**src/rtl/semi_auto_pkg.sv**
```systemverilog
`default_nettype none
// ============================================================================
//  Module   : semi_auto_pkg
//  Purpose  : Shared types and helpers for the semi-automatic navigator.
//             Holds the FSM state encoding, the detector/button bit indices,
//             and open_exits(), which turns debounced walls into an
//             open-exit mask.
//  Revision : 1.0 - initial release
// ============================================================================
package semi_auto_pkg;

    typedef enum logic [2:0] {
        ST_IDLE   = 3'd0,
        ST_WAIT   = 3'd1,
        ST_FWD    = 3'd2,
        ST_TURN_L = 3'd3,
        ST_TURN_R = 3'd4,
        ST_TURN_U = 3'd5,
        ST_SETTLE = 3'd6
    } state_t;

    // Bit positions inside det / btn vectors {front,back,left,right}
    localparam int FRONT = 3;
    localparam int BACK  = 2;
    localparam int LEFT  = 1;
    localparam int RIGHT = 0;

    // Bit positions inside the open_exits() mask {front,left,right}
    localparam int OPEN_F = 2;
    localparam int OPEN_L = 1;
    localparam int OPEN_R = 0;

    // A detector reads 1 for a wall, so an exit is open where the bit is 0.
    // The back side is never a forward choice and is not part of the mask.
    function automatic logic [2:0] open_exits(input logic [3:0] det_q);
        return {~det_q[FRONT], ~det_q[LEFT], ~det_q[RIGHT]};
    endfunction

endpackage
`default_nettype wire

```
**src/rtl/det_debounce.sv**
```systemverilog
`default_nettype none
// ============================================================================
//  Module   : det_debounce
//  Purpose  : Per-channel detector debouncer. A channel output changes only
//             after its raw input has differed from it on DEBOUNCE
//             consecutive tick samples. Any matching sample restarts the run.
//  Ports    : clk, rst       - clock, synchronous active-high reset
//             tick           - sample enable
//             raw[WIDTH]     - raw detector inputs
//             q[WIDTH]       - debounced outputs (reset to all walls = 1)
//  Revision : 1.0 - initial release
// ============================================================================
module det_debounce #(
    parameter int DEBOUNCE = 3,
    parameter int WIDTH    = 4
) (
    input  logic             clk,
    input  logic             rst,
    input  logic             tick,
    input  logic [WIDTH-1:0] raw,
    output logic [WIDTH-1:0] q
);

    // The stability counter clears as it reaches DEBOUNCE, so it only ever
    // holds 0..DEBOUNCE-1 and fits in 4 bits for DEBOUNCE <= 15.
    localparam logic [3:0] c_last = 4'(DEBOUNCE - 1);

    for (genvar i = 0; i < WIDTH; i++) begin : g_chan
        logic [3:0] r_cnt;
        logic       r_q;

        always_ff @(posedge clk) begin
            if (rst) begin
                r_cnt <= '0;
                r_q   <= 1'b1;
            end else if (tick) begin
                if (raw[i] != r_q) begin
                    if (r_cnt == c_last) begin
                        r_q   <= raw[i];
                        r_cnt <= '0;
                    end else begin
                        r_cnt <= r_cnt + 4'd1;
                    end
                end else begin
                    r_cnt <= '0;
                end
            end
        end

        assign q[i] = r_q;
    end : g_chan

endmodule
`default_nettype wire

```
**src/rtl/semi_auto_nav.sv**
```systemverilog
`default_nettype none
// ============================================================================
//  Module   : semi_auto_nav
//  Purpose  : Semi-automatic car navigator. Runs forward along corridors,
//             stops at junctions, dead ends and front walls, then executes a
//             button-selected (or auto-picked) timed turn followed by a
//             forced-forward settle run-out.
//  Ports    : clk, rst            - clock, synchronous active-high reset
//             tick_1ms            - one-cycle timing enable
//             enable              - semi-auto enable; 0 forces IDLE
//             det[3:0]            - raw detectors {front,back,left,right}
//             btn[3:0]            - level buttons {front,back,left,right}
//             state[2:0]          - current FSM state
//             move_forward/backward, turn_left/right - motor commands
//             count[CNT_W]        - tick counter of the timed states
//             turn_done           - one-cycle pulse as a turn completes
//  Revision : 1.0 - initial release
// ============================================================================
module semi_auto_nav
    import semi_auto_pkg::*;
#(
    parameter int TURN_TICKS   = 900,
    parameter int SETTLE_TICKS = 200,
    parameter int DEBOUNCE     = 3,
    parameter int AUTO_PICK    = 0,
    parameter int CNT_W        = 12
) (
    input  logic             clk,
    input  logic             rst,
    input  logic             tick_1ms,
    input  logic             enable,
    input  logic [3:0]       det,
    input  logic [3:0]       btn,
    output logic [2:0]       state,
    output logic             move_forward,
    output logic             move_backward,
    output logic             turn_left,
    output logic             turn_right,
    output logic [CNT_W-1:0] count,
    output logic             turn_done
);

    localparam logic [CNT_W-1:0] c_turn_last   = CNT_W'(TURN_TICKS - 1);
    localparam logic [CNT_W-1:0] c_uturn_last  = CNT_W'(2 * TURN_TICKS - 1);
    localparam logic [CNT_W-1:0] c_settle_last = CNT_W'(SETTLE_TICKS - 1);

    state_t           r_state;
    state_t           w_state_nxt;
    logic [CNT_W-1:0] r_count;
    logic [CNT_W-1:0] w_count_nxt;
    logic [CNT_W-1:0] w_turn_last;
    logic             w_turn_fin;
    logic [3:0]       r_btn_prev;
    logic [3:0]       w_edge;
    logic [3:0]       w_det_q;
    logic [2:0]       w_open;
    logic             r_move_forward;
    logic             r_turn_left;
    logic             r_turn_right;
    logic             r_turn_done;

    det_debounce #(
        .DEBOUNCE (DEBOUNCE),
        .WIDTH    (4)
    ) u_debounce (
        .clk  (clk),
        .rst  (rst),
        .tick (tick_1ms),
        .raw  (det),
        .q    (w_det_q)
    );

    assign w_edge      = btn & ~r_btn_prev;
    assign w_open      = open_exits(w_det_q);
    assign w_turn_last = (r_state == ST_TURN_U) ? c_uturn_last : c_turn_last;

    // ------------------------------------------------------------------
    // Next-state / next-count logic
    // ------------------------------------------------------------------
    always_comb begin
        w_state_nxt = r_state;
        w_count_nxt = r_count;
        w_turn_fin  = 1'b0;

        if (!enable) begin
            w_state_nxt = ST_IDLE;
            w_count_nxt = '0;
        end else begin
            case (r_state)
                ST_IDLE: w_state_nxt = ST_WAIT;

                ST_WAIT: begin
                    // Highest-priority edge toward an open side wins;
                    // edges toward walls are dropped.
                    if (w_edge[FRONT] && w_open[OPEN_F]) begin
                        w_state_nxt = ST_SETTLE;
                    end else if (w_edge[LEFT] && w_open[OPEN_L]) begin
                        w_state_nxt = ST_TURN_L;
                    end else if (w_edge[RIGHT] && w_open[OPEN_R]) begin
                        w_state_nxt = ST_TURN_R;
                    end else if (w_edge[BACK]) begin
                        w_state_nxt = ST_TURN_U;
                    end else if (AUTO_PICK != 0) begin
                        case (w_open)
                            3'b100:  w_state_nxt = ST_SETTLE;
                            3'b010:  w_state_nxt = ST_TURN_L;
                            3'b001:  w_state_nxt = ST_TURN_R;
                            3'b000:  w_state_nxt = ST_TURN_U;
                            default: w_state_nxt = ST_WAIT;
                        endcase
                    end
                end

                // Keep driving only in a plain corridor.
                ST_FWD: begin
                    if (w_det_q[FRONT] || !w_det_q[LEFT] || !w_det_q[RIGHT]) begin
                        w_state_nxt = ST_WAIT;
                    end
                end

                ST_TURN_L, ST_TURN_R, ST_TURN_U: begin
                    if (tick_1ms) begin
                        if (r_count == w_turn_last) begin
                            w_state_nxt = ST_SETTLE;
                            w_turn_fin  = 1'b1;
                        end else begin
                            w_count_nxt = r_count + 1'b1;
                        end
                    end
                end

                // A front wall aborts the run-out before the timer can expire.
                ST_SETTLE: begin
                    if (w_det_q[FRONT]) begin
                        w_state_nxt = ST_WAIT;
                    end else if (tick_1ms) begin
                        if (r_count == c_settle_last) begin
                            w_state_nxt = ST_FWD;
                        end else begin
                            w_count_nxt = r_count + 1'b1;
                        end
                    end
                end

                default: w_state_nxt = ST_IDLE;
            endcase

            if (w_state_nxt != r_state) begin
                w_count_nxt = '0;
            end
        end
    end

    // ------------------------------------------------------------------
    // State, counter and registered Moore outputs
    // ------------------------------------------------------------------
    always_ff @(posedge clk) begin
        if (rst) begin
            r_state        <= ST_IDLE;
            r_count        <= '0;
            r_btn_prev     <= '0;
            r_move_forward <= 1'b0;
            r_turn_left    <= 1'b0;
            r_turn_right   <= 1'b0;
            r_turn_done    <= 1'b0;
        end else begin
            r_state        <= w_state_nxt;
            r_count        <= w_count_nxt;
            r_btn_prev     <= btn;
            r_move_forward <= (w_state_nxt == ST_FWD) || (w_state_nxt == ST_SETTLE);
            r_turn_left    <= (w_state_nxt == ST_TURN_L) || (w_state_nxt == ST_TURN_U);
            r_turn_right   <= (w_state_nxt == ST_TURN_R);
            r_turn_done    <= w_turn_fin;
        end
    end

    assign state         = r_state;
    assign count         = r_count;
    assign move_forward  = r_move_forward;
    assign move_backward = 1'b0;
    assign turn_left     = r_turn_left;
    assign turn_right    = r_turn_right;
    assign turn_done     = r_turn_done;

endmodule
`default_nettype wire

```
**config.mk**
```make
export PLATFORM = sky130hd
export DESIGN_NAME = semi_auto_nav
export DESIGN_NICKNAME = d
export VERILOG_FILES = /design/src/rtl/semi_auto_pkg.sv /design/src/rtl/det_debounce.sv /design/src/rtl/semi_auto_nav.sv
export SDC_FILE = /design/constraint.sdc
export NUM_CORES = 1
export LEC_CHECK = 0
export BUFFER_PORTS_ARGS = -buffer_cell sky130_fd_sc_hd__buf_2
export CORE_ASPECT_RATIO = 0.8
export CORE_MARGIN = 2
export CORE_UTILIZATION = 50
export CTS_CLUSTER_SIZE = 8
export DETAILED_ROUTE_END_ITERATION = 10
export HOLD_SLACK_MARGIN = 0.06
export PLACE_DENSITY_LB_ADDON = 0.15
export SYNTH_ARGS = -nofsm -noshare
export SYNTH_HDL_FRONTEND = slang
export SYNTH_HIERARCHICAL = 1
export SYNTH_SLANG_ARGS = --single-unit
```
**constraint.sdc**
```tcl
create_clock -name clk -period 2.3 [get_ports clk]
set_input_delay 0.115 -clock clk [delete_from_list [all_inputs] [get_ports clk]]
set_output_delay 0.115 -clock clk [all_outputs]
set_load 0.005 [all_outputs]
```
==> results of run 1 <==
[worst paths after layout]
path / from / to / cells after the start
max: count[7] / count[10] / 6
min reg2reg: count[1] / count[1] / 2
max reg2reg: count[7] / count[10] / 6
min: det[1] / u_debounce/g_chan[1].r_q / 2
[power by group through the flow]
stage / logic, mW / clock network [mW] / registers, mW
after CTS: 0.0938 / 0.485 / 0.682
after global routing: 0.109 / 0.516 / 0.685
final: 0.0940 / 0.467 / 0.683
after floorplan: 0.0658 / 0 / 0.691
after global placement: 0.0861 / 0 / 0.697
after detailed placement: 0.0866 / 0 / 0.697
[registers in the layout, summed over array words and instances (netlist names)]
signal,flops
count,12
u_debounce/g_chan.r_cnt,12
r_btn_prev,4
state,3
u_debounce/g_chan.r_q,3
move_forward,1
turn_done,1
turn_left,1
turn_right,1
[critical path: cells and delay by family, from the launching register on]
kind	cells	cell delay, ps
simple gates	5	1380
flops	1	460
mux	1	230
[timing repair]
item                       4_1_cts  5_1_grt
setup endpoints to repair        0        5
hold endpoints to repair         5        0
gates resized for setup          0        5
hold buffers                     5        0
[cell type report]
class | count | area, um2
clock inverters | 1 | 5.00
clock buffers | 7 | 86.3
fillers | 361 | 1660
well taps | 57 | 71.3
multi-input cells | 174 | 1210
repair buffers | 42 | 255
inverters | 11 | 41.3
flip-flops and latches | 38 | 764
[stage by stage]
step	total power [mW]	cell area (um2)	hold slack, ps	setup slack [ps]
finish	1.24	2440	82.5	129
global placement	0.783	2280	336	160
global route	1.31	2440	82.0	23.3
detailed placement	0.783	2280	346	144
CTS	1.26	2420	76.3	40.5
floorplan	0.757	2100	187	310
[layer usage]
| metal | GRT usage | share of wire | vias to the layer above |
|---|---|---|---|
| li1 | - | - | 923 |
| met1 | 0.276 | 0.53 | 806 |
| met2 | 0.301 | 0.43 | 36 |
| met3 | 0.0448 | 0.030 | 7 |
| met4 | 0.0779 | 0.015 | 0 |
| met5 | 0 | 0 | - |
[layout by cell type (no fill, tap or decap), types with 8 or more instances in the layout]
cell      count
nor2_1       22
nor2b_1       9
nand2b_1      8
xor2_1       11
dfxtp_1      35
buf_2        29
nand3_1      17
inv_1        11
buf_4         8
nand2_1       8
==> flow_metrics.env, run 1 <==
export IMPL_vias_per_cell=5.37
export IMPL_relSlewSlack=0.590
export IMPL_crit_path_start_kind="flip-flop"
export IMPL_worst_ep_arrival_time_ps=2350
export IMPL_first_pass_iters=4
export IMPL_utilization=0.595
export IMPL_comb_power_share=0.076
export IMPL_crit_path_max_fanout=12
export IMPL_hp_class="in -> reg"
export IMPL_dp_cells=317
export IMPL_min_period_over_period=0.944
export IMPL_powerDensity_mw_per_mm2=510
export IMPL_detailroute_via_count=1772
export IMPL_root_buffer="clkbuf_8"
export IMPL_fmax_mhz=461
export IMPL_die_area_mm2=0.00474
export IMPL_rows=21
export IMPL_drc=0
export IMPL_grt_pass1_vias=1530
export IMPL_fp_coreArea_mm2=0.00410
export IMPL_reg2reg_slack_ps=130
export IMPL_ir_drop_mv=0.327
export IMPL_io_pins=32
export IMPL_grt_usage=0.197
export IMPL_min_period_ps=2170
export IMPL_synth_nets=257
export IMPL_rsz0062_at_grt="no"
export IMPL_report_final_slew_viol_count=0
export IMPL_critPathKind="reg -> reg"
export IMPL_pwr_share_clk=0.375
export IMPL_cts_setup_buffers=0
export IMPL_tritoncts_num_buffers=5
export IMPL_end_kind="flip-flop"
export IMPL_max_cap_violations=0
export IMPL_cts_path_max_buffers=2
export IMPL_status="completed"
export IMPL_final_hold_violation_count=0
export IMPL_intPower_mw=0.956
export IMPL_dp_hpwl_um=3020
export IMPL_avgSynthCellArea_um2=8.84
export IMPL_clock_sinks=38
export IMPL_layout_nets=291
export IMPL_p_switching_mw=0.288
export IMPL_dieHeight_um=62.0
export IMPL_cts_tree="built"
export IMPL_crit_required_ps=2480
export IMPL_power_frac_seq=0.549
export IMPL_skew_ps=7.92
export IMPL_grt_start_max_net_pins=28
export IMPL_postRouteAntennaNets=0
export IMPL_grt_pass1_wl_um=7250
export IMPL_path_cells="or3b_1 > mux2i_2 > nand3_1 > nor3b_1 > or4_4 > and2b_1"
export IMPL_fin_setup_tns_ps=0
export IMPL_finalWeightedCongestion=0.768
export IMPL_numPortBuffers=29
export IMPL_clock_latency_ps=290
export IMPL_swShare=0.231
export IMPL_routed_wl_um=4290
export IMPL_n_antenna_cell=0
export IMPL_yosysWarnings=6
export IMPL_clk_pin_slew_ps=70
export IMPL_cp_slowest_stage_delay_ps=460
export IMPL_die_width_um=76.5
export IMPL_start_util=0.513
export IMPL_p_leak_nw=0.921
export IMPL_crit_slowest_cell="dfxtp_1"
export IMPL_h_tree_depth=2
export IMPL_synthesis_area_mm2=0.00210
export IMPL_syn_instance_count=238
export IMPL_syn_to_final_growth_pct=15.9
export IMPL_grt_overflow_total=0
export IMPL_antenna_found_initial=0
export IMPL_drive_gt1_frac=0.220
export IMPL_drtIter0Drc=167
export IMPL_wl_per_cell_um=13.0
export IMPL_stdcell_count=330
export IMPL_setup_violations=0
export IMPL_tightest_slew_ps=606
(Power assumes the default switching activity.)
==> inputs of run 2 (changes only) <==
clock period = 2.74 ns   (was 2.3 ns; I/O delays follow)
==> flow_metrics.env, run 2 (synthesis gave the netlist of run 1 again) <==
export IMPL_max_cap_violations=0
export IMPL_rows=21
export IMPL_grt_pass1_vias=1499
export IMPL_die_width_um=76.5
export IMPL_first_pass_iters=4
export IMPL_ir_drop_mv=0.248
export IMPL_io_pins=32
export IMPL_n_antenna_cell=0
export IMPL_p_switching_mw=0.242
export IMPL_worst_ep_arrival_time_ps=2470
export IMPL_tritoncts_num_buffers=5
export IMPL_stdcell_count=319
export IMPL_skew_ps=6.70
export IMPL_comb_power_share=0.065
export IMPL_status="completed"
export IMPL_fin_hold_ws_ps=74.5
export IMPL_utilization=0.573
export IMPL_dp_cells=310
export IMPL_report_final_slew_viol_count=0
export IMPL_dpl_instance_area_mm2=0.00223
export IMPL_wl_per_cell_um=12.7
export IMPL_hp_class="in -> reg"
export IMPL_grt_start_max_net_pins=28
export IMPL_root_buffer="clkbuf_8"
export IMPL_dp_hpwl_um=2880
export IMPL_postRouteAntennaNets=0
export IMPL_grt_overflow_total=0
export IMPL_crit_path_max_fanout=12
export IMPL_drive_gt1_frac=0.187
export IMPL_drtIter0Drc=69
export IMPL_end_kind="flip-flop"
export IMPL_final_hold_violation_count=0
export IMPL_layout_nets=280
export IMPL_design_area_mm2=0.00235
export IMPL_p_leak_nw=0.882
export IMPL_vias_per_cell=5.51
export IMPL_cts_tree="built"
export IMPL_tightest_slew_ps=588
export IMPL_routed_wl_um=4060
export IMPL_dieHeight_um=62.0
export IMPL_power_mw=1.10
export IMPL_clock_latency_ps=290
export IMPL_syn_to_final_growth_pct=11.7
export IMPL_grt_usage=0.181
export IMPL_critPathKind="reg -> reg"
export IMPL_h_tree_depth=2
export IMPL_cts_setup_buffers=0
export IMPL_antenna_found_initial=0
export IMPL_swShare=0.219
export IMPL_power_frac_seq=0.519
export IMPL_intPower_mw=0.861
export IMPL_crit_path_start_kind="flip-flop"
export IMPL_layout_common_cells="dfxtp_1 (38), buf_2 (29), nor2_1 (22)"
export IMPL_grt_pass1_wl_um=6870
export IMPL_fmax_mhz=448
export IMPL_final_common_cell="dfxtp_1"
export IMPL_clock_sinks=38
export IMPL_powerDensity_mw_per_mm2=470
export IMPL_cts_path_max_buffers=2
export IMPL_setup_violations=0
export IMPL_clk_pin_slew_ps=80
export IMPL_die_area_mm2=0.00474
export IMPL_rsz0062_at_grt="no"
export IMPL_dp_slack_ps=526
export IMPL_relSlewSlack=0.602
export IMPL_start_util=0.513
export IMPL_drc=0
export IMPL_crit_required_ps=2980
export IMPL_fp_coreArea_mm2=0.00410
export IMPL_min_period_ps=2230
export IMPL_finalWorstSetupSlack_ps=510
export IMPL_min_period_over_period=0.814
export IMPL_detailroute_via_count=1757
export IMPL_finalWeightedCongestion=0.792
export IMPL_fin_setup_tns_ps=0
export IMPL_pwr_share_clk=0.416
export IMPL_numPortBuffers=29
==> run 2: cell count changes in the layout (fill, tap and decap cells not counted), moves of 3 or more <==
cell / change
buf_4: -7
dlygate4sd3_1: -4
dfxtp_1: +3
dfxtp_2: -3
==> run 2: power by group through the flow <==
stage	clock, mW	sequential, mW	combinational (mW)
2_1_floorplan	0	0.580	0.0552
3_3_place_gp	0	0.585	0.0694
3_5_place_dp	0	0.585	0.0704
4_1_cts	0.477	0.572	0.0718
5_1_grt	0.497	0.574	0.0823
6_report	0.459	0.572	0.0713
==> run 2: worst max-delay path, cell delays in order, from the launching register on <==
cell and delay [ps]:
dfxtp_1 560, a31oi_4 140, o311a_1 300, a311o_1 310, or4_4 640, and2b_1 230
==> run 2: layout make-up <==
type | count | area, um2
fill | 405 | 1750
clock buffer | 5 | 68.8
inverter | 11 | 41.3
multi-input combinational | 174 | 1200
tap | 57 | 71.3
clock inverter | 3 | 40.0
timing repair buffer | 31 | 163
sequential | 38 | 761
==> run 2: metal layers <==
metal | up-vias | share of wire | track usage
met3 | 5 | 0.038 | 0.0434
met4 | 0 | 0.0089 | 0.0468
met2 | 33 | 0.40 | 0.278
met5 | - | 0 | 0
li1 | 903 | - | -
met1 | 816 | 0.55 | 0.258
==> run 2: what timing repair did <==
item / CTS / global route
resized for setup: 0 / 0
endpoints found under the hold margin: 1 / 0
hold buffers: 1 / 0
==> run 2: path summary, 6_finish.rpt <==
path                                from             to  slack [ps]  depth (start not counted)
worst max-delay path            state[1]      count[10]         510                          5
worst min-delay path              btn[3]  r_btn_prev[3]          70                          2
worst max register to register  state[1]      count[10]         510                          5
worst min register to register  count[1]       count[1]         500                          2
